$ cat src/rtl/rr_arb8_pkg.sv
// Shared types and helpers for the 8-way round-robin arbiter.
// Holds the arbiter state encoding and the rotating-priority winner search.
package rr_arb8_pkg;

   localparam int N_REQ = 8;
   localparam int IDX_W = 3;

   typedef enum logic [1:0] {
      IDLE  = 2'b00,
      GRANT = 2'b01,
      GAP   = 2'b10
   } arb_state_t;

   // First set request bit scanning upward from ptr, wrapping 7 -> 0.
   function automatic logic [IDX_W-1:0] rr_pick(
      input logic [N_REQ-1:0] req,
      input logic [IDX_W-1:0] ptr
   );
      logic [IDX_W-1:0] idx;
      logic [IDX_W-1:0] win;
      logic             found;
      win   = '0;
      found = 1'b0;
      for (int i = 0; i < N_REQ; i++) begin
         idx = ptr + IDX_W'(i);
         if (!found && req[idx]) begin
            win   = idx;
            found = 1'b1;
         end
      end
      return win;
   endfunction

endpackage

$ cat src/rtl/rr_arb8_dec_dec3to8_en.sv
// Combinational 3-to-8 decoder with enable, built from two 2-to-4 halves.
// Bit 2 of sel picks which half is enabled; the output is all-zero when en=0.
module dec3to8_en (
   input  logic [2:0] sel,
   input  logic       en,
   output logic [7:0] y
);

   logic [1:0] half_en;

   assign half_en = {en & sel[2], en & ~sel[2]};

   generate
      for (genvar gi = 0; gi < 2; gi++) begin : g_half
         assign y[gi*4 +: 4] = half_en[gi] ? (4'b0001 << sel[1:0]) : 4'b0000;
      end
   endgenerate

endmodule

$ cat src/rtl/rr_arb8_dec.sv
// Round-robin arbiter for 8 requesters with a hold-time limit per owner.
// The owner index is registered and expanded to a one-hot grant bus by dec3to8_en.
module rr_arb8_dec
   import rr_arb8_pkg::*;
#(
   parameter  int MAX_HOLD = 16,
   localparam int HOLD_W   = $clog2(MAX_HOLD)
) (
   input  logic             clk,
   input  logic             rst_n,
   input  logic [N_REQ-1:0] req,
   input  logic             done,
   output logic [N_REQ-1:0] gnt,
   output logic [IDX_W-1:0] gnt_idx,
   output logic             gnt_vld,
   output logic             expire
);

   arb_state_t        state_reg,    state_next;
   logic [IDX_W-1:0]  ptr_reg,      ptr_next;
   logic [HOLD_W-1:0] hold_cnt_reg, hold_cnt_next;
   logic [IDX_W-1:0]  gnt_idx_reg,  gnt_idx_next;
   logic              gnt_vld_reg,  gnt_vld_next;
   logic              expire_reg,   expire_next;

   logic owner_req;
   logic timeout;
   logic release_now;

   assign owner_req   = req[gnt_idx_reg];
   assign timeout     = (hold_cnt_reg == HOLD_W'(MAX_HOLD - 1));
   assign release_now = done | ~owner_req | timeout;

   always_ff @(posedge clk or negedge rst_n) begin
      if (!rst_n) begin
         state_reg    <= IDLE;
         ptr_reg      <= '0;
         hold_cnt_reg <= '0;
         gnt_idx_reg  <= '0;
         gnt_vld_reg  <= 1'b0;
         expire_reg   <= 1'b0;
      end else begin
         state_reg    <= state_next;
         ptr_reg      <= ptr_next;
         hold_cnt_reg <= hold_cnt_next;
         gnt_idx_reg  <= gnt_idx_next;
         gnt_vld_reg  <= gnt_vld_next;
         expire_reg   <= expire_next;
      end
   end

   always_comb begin
      state_next    = state_reg;
      ptr_next      = ptr_reg;
      hold_cnt_next = hold_cnt_reg;
      gnt_idx_next  = gnt_idx_reg;
      gnt_vld_next  = gnt_vld_reg;
      expire_next   = 1'b0;

      case (state_reg)
         IDLE: begin
            if (|req) begin
               state_next    = GRANT;
               gnt_idx_next  = rr_pick(req, ptr_reg);
               gnt_vld_next  = 1'b1;
               hold_cnt_next = '0;
            end
         end

         GRANT: begin
            hold_cnt_next = hold_cnt_reg + HOLD_W'(1);
            if (release_now) begin
               state_next    = GAP;
               gnt_vld_next  = 1'b0;
               hold_cnt_next = '0;
               ptr_next      = gnt_idx_reg + IDX_W'(1);
               // An explicit finish or a dropped request takes precedence over timeout.
               expire_next   = timeout & ~done & owner_req;
            end
         end

         GAP: begin
            state_next = IDLE;
         end

         default: begin
            state_next   = IDLE;
            gnt_vld_next = 1'b0;
         end
      endcase
   end

   assign gnt_idx = gnt_idx_reg;
   assign gnt_vld = gnt_vld_reg;
   assign expire  = expire_reg;

   dec3to8_en u_dec (
      .sel (gnt_idx_reg),
      .en  (gnt_vld_reg),
      .y   (gnt)
   );

endmodule

$ cat config.mk
export PLATFORM = sky130hd
export DESIGN_NAME = rr_arb8_dec
export DESIGN_NICKNAME = d
export VERILOG_FILES = /design/src/rtl/rr_arb8_pkg.sv /design/src/rtl/rr_arb8_dec_dec3to8_en.sv /design/src/rtl/rr_arb8_dec.sv
export SDC_FILE = /design/constraint.sdc
export NUM_CORES = 1
export LEC_CHECK = 0
export BUFFER_PORTS_ARGS = -buffer_cell sky130_fd_sc_hd__clkbuf_2
export CAP_MARGIN = 25
export CORE_ASPECT_RATIO = 1.75
export CORE_MARGIN = 5
export CORE_UTILIZATION = 50
export CTS_BUF_LIST = sky130_fd_sc_hd__clkbuf_8 sky130_fd_sc_hd__clkbuf_16
export DETAILED_ROUTE_END_ITERATION = 16
export PLACE_DENSITY_LB_ADDON = 0.12
export SLEW_MARGIN = 5
export SYNTH_ARGS = -nofsm -noshare
export SYNTH_HDL_FRONTEND = slang
export SYNTH_SLANG_ARGS = --single-unit
$ cat constraint.sdc
create_clock -name clk -period 2.61 [get_ports clk]
set_input_delay 0.261 -clock clk [delete_from_list [all_inputs] [get_ports clk]]
set_output_delay 0.261 -clock clk [all_outputs]
set_load 0.01 [all_outputs]
# --- Word level (Yosys, flattened, before mapping) ---
# Index checks and enable logic that the tools add are counted.
# W data, S select, Z words.
classes:
  add_sub_neg: 9
  order_cmp: 9
  eq_ne: 5
  shift: 1
  n_mux: 60
  bitwise: 10
  n_reduce_logical: 22
ops:
  columns: ["op", "count"]
  rows:
  - ["$lt A3 B4 Y1 const B", 9]
  - ["$mux W1", 34]
  - ["$bmux W1 S3", 9]
  - ["$mux W3", 8]
  - ["$mux W4", 4]
  - ["$add A3 B3 Y3 const B", 4]
  - ["$pmux W4 S2", 1]
  - ["$reduce_and A2 Y1", 4]
  - ["$reduce_or A8 Y1", 1]
  - ["$logic_and A1 B1 Y1", 7]
  - ["$logic_not A1 Y1", 7]
  - ["$add A3 B1 Y3 const B", 2]
  - ["$add A3 B2 Y3 const B", 2]
  - ["$add A4 B1 Y4 const B", 1]
  - ["$and A1 B1 Y1", 4]
  - ["$eq A4 B4 Y1 const B", 1]
  - ["$mux W2", 2]
  - ["$ne A2 B2 Y1 const B", 2]
  - ["$not A1 Y1", 4]
  - ["$pmux W2 S2", 1]
  - ["$shl A1 B2 Y4 const A", 1]
  - ["$pmux W1 S3", 1]
  - ["$reduce_and A3 Y1", 1]
  - ["$eq A2 B1 Y1 const B", 1]
  - ["4 further kinds", 5]
word_totals:
  reg_bits: 14

# --- Depth between registers and ports, before layout ---
# Gate-level depths: netlist of run 1.
logic_depth:
  depth_word: 38
  mapped_depth: 12

# --- Hierarchy ---
# From an unflattened synthesis of run 1, not the netlist that was laid out.
hier_totals:
  hier_cells: 162
  hier_area_um2: 1599.0
by_module_without_submodules:
  columns: ["mod", "n_inst", "cells_each", "area_each_um2", "seq_area_each_um2"]
  rows:
  - ["rr_arb8_dec", 1, 154, 1502.7, 350.3]
  - ["dec3to8_en", 1, 8, 96.3, 0.0]

# --- Least setup slack after synthesis of run 1 ---
# No wires, ideal clock.
synth_timing:
  path_type: "register to register"
  startpoint: "reg ptr_reg[0]"
  endpoint: "reg gnt_idx_reg[1] (netlist: gnt_idx[1])"
  setup_time_ns: 0.086
  t_arrival_ns: 2.585
  required_time_ns: 2.524
  setup_slack_ns: -0.061
  path_stages_with_launch: 12
  path_buffers: 3
  period_less_slack_ns: 2.671
  path_cell_list: "dfrtp_1 -> buf_6 -> buf_12 -> buf_6 -> inv_1 -> ha_1 -> mux4_2 -> mux2_2 -> or2_1 -> nand3_1 -> a21oi_1 -> a32oi_1"
synth_between:
  elab_chain_cells: 38
  elab_cells_between_ends: 66
  cone_classes: "add/sub: 7; mux: 45; reduce/logical: 14"
synth_lines:
  columns: ["element", "line_no", "rtl"]
  rows:
  - ["start, declared", "rr_arb8_dec.sv:20", "logic [IDX_W-1:0] ptr_reg, ptr_next;"]
  - ["start signal, assigned", "rr_arb8_dec.sv:44", "ptr_reg <= ptr_next;"]
  - ["$bmux W1 S3", "rr_arb8_pkg.sv:26", "if (!found && req[idx]) begin"]
  - ["$mux W1 (implied by the code)", "rr_arb8_pkg.sv:26", null]
  - ["$mux W1", "rr_arb8_pkg.sv:26", null]
  - ["$mux W1", "rr_arb8_dec.sv:62", "if (|req) begin"]
  - ["$mux W1", "rr_arb8_dec.sv:60", "case (state_reg)"]
  - ["$logic_not A1 Y1", "rr_arb8_pkg.sv:26", null]
  - ["$logic_and A1 B1 Y1", "rr_arb8_pkg.sv:26", null]
  - ["$mux W1", "rr_arb8_pkg.sv:26", null]
  - ["(+22 left out)", null, null]
  - ["$logic_not A1 Y1", "rr_arb8_pkg.sv:26", null]
  - ["$logic_and A1 B1 Y1", "rr_arb8_pkg.sv:26", null]
  - ["$mux W1", "rr_arb8_pkg.sv:26", null]
  - ["$mux W1", "rr_arb8_dec.sv:62", null]
  - ["$mux W1", "rr_arb8_dec.sv:60", null]
  - ["$logic_not A1 Y1", "rr_arb8_pkg.sv:26", null]
  - ["$logic_and A1 B1 Y1", "rr_arb8_pkg.sv:26", null]
  - ["$mux W3 *", "rr_arb8_pkg.sv:26", null]
  - ["end signal, assigned", "rr_arb8_dec.sv:46", "gnt_idx_reg <= gnt_idx_next;"]
  - ["end, declared", "rr_arb8_dec.sv:22", "logic [IDX_W-1:0] gnt_idx_reg, gnt_idx_next;"]
# Mark *: on every way between the ends. The rest lies on a longest branch, timed or not. The select of a mux whose other input is x is not followed.
# A chain may end at the register's enable or synchronous reset.

# --- Worst setup path after layout of run 1 ---
layout_timing:
  startpoint: "reg ptr_reg[0]"
  endpoint: "reg gnt_idx_reg[0] (netlist: gnt_idx[0])"
# Same word-level chain as after synthesis.

==> results of run 1 <==
kinds of logic (layout without fill, tap and decap cells):
family / after synthesis / count (layout) / synth area share (%)
flip-flops: 14 / 14 / 19.4
buffers and inverters: 28 / 44 / 8.57
XOR/XNOR: 5 / 5 / 3.25
AND/OR/NAND/NOR: 59 / 59 / 16.4
AO/OA/AOI/OAI: 34 / 34 / 14.2
adder cells (fa/ha/maj): 7 / 7 / 4.84
multiplexers: 36 / 36 / 33.4
metal layers:
metal	vias up	routed length (um)	GRT usage [%]
li1	716	-	-
met1	755	1690	21.0
met2	34	2490	39.2
met3	14	110	1.43
met4	0	225	10.8
met5	-	0	0
cell usage after synthesis, drive strengths merged (5+ instances only):
cell,count,area [um^2]
mux4,16,360
o21ai,8,40.0
nand3,6,30.0
buf,11,88.8
and3,5,31.3
ha,7,87.6
inv,10,37.5
nand2,18,67.6
dfrtp,14,350
mux2i,11,135
clkbuf,7,28.8
nor2,13,56.3
mux2,9,109
a22oi,6,50.1
repair_timing:
| item | CTS | global route |
|---|---|---|
| endpoints found under the hold margin | 14 | 0 |
| gates resized for setup | 0 | 2 |
| setup endpoints to repair | 0 | 1 |
| hold buffers | 1 | 0 |
power by group:
group | switching (uW) | total [uW] | internal (uW)
registers | 147 | 445 | 298
clock network | 69.6 | 171 | 102
logic | 1150 | 2180 | 1040
worst paths after layout:
kind                              start    endpoint  slack (ps)  depth (start not counted)
setup / recovery             ptr_reg[0]  gnt_idx[0]         220                          8
hold / removal                     done      expire         200                          2
setup reg to reg             ptr_reg[0]  gnt_idx[0]         220                          8
hold reg to reg            state_reg[0]     gnt_vld         520                          1
max in group asynchronous         rst_n      expire        1900                          2
min in group asynchronous         rst_n  gnt_idx[0]         460                          2
stage by stage:
stage / instances / hold WS [ps] / total power [uW] / area, um^2 / util, %
2_1_floorplan: 183 / -34.6 / 2160 / 1820 / -
3_3_place_gp: 241 / 181 / 2600 / 1930 / 54.3
3_5_place_dp: 241 / 185 / 2620 / 1930 / 54.3
4_1_cts: 245 / 201 / 2800 / 1980 / 55.7
5_1_grt: 245 / 205 / 3040 / 1990 / 55.9
6_report: 245 / 199 / 2800 / 1990 / 55.9
cell type report:
| class | instances | area share (%) |
|---|---|---|
| Clock buffer | 3 | 2.08 |
| Inverter | 10 | 1.89 |
| Timing Repair Buffer | 31 | 9.13 |
| Sequential cell | 14 | 17.6 |
| Multi-Input combinational cell | 141 | 66.4 |
| Tap cell | 46 | 2.89 |
==> out/results.tsv, run 1 <==
metric	value	unit
status	completed	
CTS sink cnt	14	
Final #Nets	219	
number of CTS-inserted buffers	3	
Largest register FFs	4	
Port Buffers	23	
Site Rows	29	
number of synthesized flops with an enable pin	0	
area of the multi-input gates	1320	um^2
worst vdd ir	975	uV
WP buf/inv	1	
Post-DP HPWL	3570	um
Worst Path Max Fanout	5	
Main synth FF type	dfrtp_1	
critical path type	flop to flop	
Via Count	1519	
Syn Inst Count	183	
CTS tree	built	
Startpoint Class	flop	
pre-CTS WS	187	ps
number of global-route vias before repair	1614	
Root Buffer	clkbuf_8	
Leak	0.000870	uW
Final period util	91.5	%
wire length per cell	18.5	um
Die W	55.5	um
drt pass-1 iters	6	
crit path capture type	flop	
Final Hold Viols	0	
Reg area	350	um^2
count of final setup violators	0	
largest net degree at the start of global routing	25	
die height	89.6	um
Antenna diodes	0	
setup total negative slack	0	ps
RSZ-0062 raised after global routing	no	
max-cap viol count	0	
worst setup margin	222	ps
Critical Path RT	2760	ps
Max Clock Freq	0.419	GHz
Slew Limit Fails	0	
register area share after synthesis	19.4	%
Clock Skew	0.753	ps
Overflow after GRT	0	
CTS Buffer Depth	2	
Cell Area, Synth	1810	um^2
final WL	4520	um
Syn Nets	201	
commonest non-fill, non-tap cell in the layout	clkbuf_2	
Via density	6.20	
Cell Chain, Critical Path	inv_1 -> ha_4 -> mux4_2 -> mux2_2 -> or2_1 -> o2111ai_2 -> o41ai_1 -> a31oi_1	
Netlist cell types	49	
share of cells above drive strength 1	34.2	%
H-tree Lvls	1	
Worst path top cell family by delay	multiplexers	
I/O pins	24	
YS warnings	0	
die area	4970	um^2
Avg Cell Area, Syn	9.89	um^2
most frequent cells in the layout	clkbuf_2 (23), nand2_1 (18), mux4_2 (16)	
Least-Margin Pin Slew	525	ps
Core Area	3560	um^2
Tmin final	2390	ps
critical path arrival	2540	ps
initial antenna violation count	0	
DRC violations left	0	
setup bufs post-CTS	0	
worst hold-check path type	input pin to flop	
Worst-path clk slew	60	ps
Slew HR	65.0	%
worst skew pair latency	240	ps
GPL Wtd Cong	0.883	
Area Growth Syn to Fin	9.81	%
Antenna Violating Nets Remaining	0	
fillers	342	
synthesized flop and latch total	14	
Power Density	1410	nW/um^2
GR Util All Layers	19.9	%
Slowest-stage cell, CP	mux4_2	
Slowest Stage Delay on Critical Path	540	ps
first-pass GRT wire length	7850	um
Post-synth ARST share	100	%
DR iter-0 viols	70	
Starting Density	50.9	%
Note: power is estimated with default switching activity, not from simulation.
==> run 2: changes to the inputs <==
--- a/config.mk
+++ b/config.mk
@@ -12,8 +12,10 @@
 export CORE_UTILIZATION = 50
 export CTS_BUF_LIST = sky130_fd_sc_hd__clkbuf_8 sky130_fd_sc_hd__clkbuf_16
 export DETAILED_ROUTE_END_ITERATION = 16
+export GPL_TIMING_DRIVEN = 0
 export PLACE_DENSITY_LB_ADDON = 0.12
 export SLEW_MARGIN = 5
 export SYNTH_ARGS = -nofsm -noshare
 export SYNTH_HDL_FRONTEND = slang
+export SYNTH_HIERARCHICAL = 1
 export SYNTH_SLANG_ARGS = --single-unit
==> constraint.sdc (replaced) <==
create_clock -name clk -period 2.8 [get_ports clk]
set_input_delay 0.28 -clock clk [delete_from_list [all_inputs] [get_ports clk]]
set_output_delay 0.28 -clock clk [all_outputs]
set_load 0.01 [all_outputs]
==> run 2 against run 1 <==
  * Design area increased by 0.50%
  * Combinational power about the same
  * Sequential share of layout area decreased by 0.088 points
  * Non-clock buffer count increased by 7
  * Clock skew increased by 1.1 ps
  * Register-to-register slack got worse by 160 ps
  * Largest cell class unchanged
  * Via count increased by 0.20%
  * Power decreased by 0.55%
  * Core utilization increased by 8.4 points
  * Global-route usage increased by 1.2 points
  * First-iteration DRC count decreased by 1.4%
  * Critical endpoint is now gnt_idx[2]
==> out/results.tsv, run 2 <==
metric	value	unit
status	completed	
Syn Inst Count	162	
Syn Nets	177	
Least-Margin Pin Slew	577	ps
die area	4470	um^2
Starting Density	51.4	%
number of global-route vias before repair	1586	
Area Growth Syn to Fin	25.0	%
drt pass-1 iters	4	
Final Hold Viols	0	
Final #Nets	213	
RSZ-0062 raised after global routing	yes	
Post-synth ARST share	100	%
Tmin final	2740	ps
Worst setup startpoint	ptr_reg[0]	
CTS Buffer Depth	2	
GR Util All Layers	21.1	%
GPL Wtd Cong	0.848	
YS warnings	6	
worst setup margin	64.7	ps
I/O pins	24	
Avg Cell Area, Syn	9.87	um^2
Leak	0.000845	uW
Cell Area, Synth	1600	um^2
Worst-path clk slew	50	ps
register area share after synthesis	21.9	%
commonest non-fill, non-tap cell in the layout	clkbuf_2	
Antenna Violating Nets Remaining	0	
Antenna diodes	0	
most frequent cells in the layout	clkbuf_2 (23), nand2_1 (20), mux4_2 (15), nor2_1 (15), dfrtp_1 (14)	
max-cap viol count	0	
Startpoint Class	flop	
reg2reg start	ptr_reg[0]	
worst vdd ir	639	uV
Core Area	3110	um^2
Slew Limit Fails	0	
largest net degree at the start of global routing	15	
Max Clock Freq	0.366	GHz
Reg-to-Reg End	gnt_idx[2]	
Clock Skew	1.90	ps
Root Buffer	clkbuf_8	
initial antenna violation count	0	
Critical Path RT	2910	ps
Fin Hold WS	352	ps
Post-DP HPWL	3200	um
H-tree Lvls	1	
Critical Path End	gnt_idx[2]	
worst skew pair latency	240	ps
Via density	6.34	
Synth area leaders	dfrtp_1 (22%), mux4_2 (21%), nand2_1 (4.7%)	
biggest area consumer among synthesized cells	dfrtp_1	
reg2reg setup slack	60	ps
Synth top cells by count	nand2_1 (20), mux4_2 (15), nor2_1 (15), dfrtp_1 (14)	
die height	84.8	um
Power Density	1390	nW/um^2
Main synth FF type	dfrtp_1	
worst hold-check path type	input pin to flop	
worst hold stages	3	
Largest register FFs	4	
Netlist cell types	44	
CTS tree	built	
Worst Path Max Fanout	6	
Overflow after GRT	0	
first-pass GRT wire length	7290	um
DRC violations left	0	
cell with the most instances after synthesis	nand2_1	
final WL	4380	um
critical path arrival	2850	ps
synthesized flop and latch total	14	
critical path type	flop to flop	
Site Rows	27	
number of CTS-inserted buffers	3	
Die W	52.8	um
count of final setup violators	0	
Final period util	97.7	%
number of synthesized flops with an enable pin	0	
CTS sink cnt	14	
Slew HR	61.5	%
crit path capture type	flop	
wire length per cell	18.3	um
DR iter-0 viols	69	
Via Count	1522	
share of cells above drive strength 1	44.2	%
pre-CTS WS	-445	ps
R2R depth	10	
share of Yosys cell area claimed by the top area cell type	21.9	%
Port Buffers	23	
-- run 2: changes by cell type after synthesis, moves of 3 or more --
cell,previous run,this run
and3_1,5,0
buf_2,7,2
a211oi_1,1,5
a21oi_1,3,7
and2_1,4,0
a22oi_1,5,2
and4b_2,0,3
and4bb_2,0,3
clkbuf_1,5,2
ha_1,7,4
inv_1,10,7
mux2_1,3,0
nor2_1,12,15
-- run 2: worst min path at each step --
stage | startpoint | end | slack, ps
after floorplan | rst_n | expire | -20
after global placement | rst_n | gnt_vld | 190
after detailed placement | rst_n | gnt_vld | 200
after CTS | done | expire | 350
after global routing | done | expire | 370
final | done | expire | 350
-- run 2: layout make-up --
cell class	instances	area [um^2]
flip-flops and latches	14	350
plain buffers	5	38.8
fillers	264	1110
well taps	43	53.8
multi-input cells	133	1270
inverters	8	36.3
repair buffers	33	196
clock buffers	4	55.1
-- run 2: worst max-delay path, cell delays in order (launching register included) --
cell and delay (ps):
dfrtp_1 380, buf_8 120, clkinvlp_4 120, ha_4 340
mux4_2 600, a21oi_4 220, a32oi_4 170, nor3b_4 240
buf_6 160, a31oi_4 80, a21boi_2 180
-- run 2: kinds of logic (layout without fill, tap and decap cells) --
logic type                 count (synthesis)  count (layout)  synth area share, %
DFF                                       14              14                 21.9
buffers and inverters                     15              50                 5.09
AOI/OAI and AO/OA                         33              33                 14.2
adders and majority gates                  4               4                 3.13
xor gates and xnor gates                   3               3                 1.64
and+or+nand+nor                           64              64                 23.4
muxes                                     29              29                 30.7
-- run 2: layer usage --
layer,GRT usage (%),share of wire [%],vias to the layer above
li1,-,-,704
met1,23.0,34,739
met2,38.0,59,69
met3,2.28,4.8,10
met4,11.2,2.1,0
met5,0,0,-
-- run 2: report_power, final --
group          leakage, uW  internal, uW  switching (uW)
sequential        0.000175           276             120
clock            0.0000288           124            62.3
combinational     0.000641          1050            1150
-- run 2: per-stage QoR --
step	setup TNS (ps)	instance area (um^2)	util [%]	std cells	power, uW
after floorplan	0	1600	-	162	1800
after global placement	-1140	1770	56.9	228	2150
after detailed placement	-1260	1770	56.9	228	2200
after CTS	0	1950	62.6	238	2640
after global routing	-77.8	2000	64.3	240	2990
final	0	2000	64.3	240	2780
-- run 2: what timing repair did --
action | CTS | global route
gates resized for setup | 16 | 9
pin swaps | 8 | 6
hold endpoints to repair | 14 | 0
setup buffers | 5 | 4
hold buffers | 1 | 0
endpoints found under the setup margin | 3 | 3
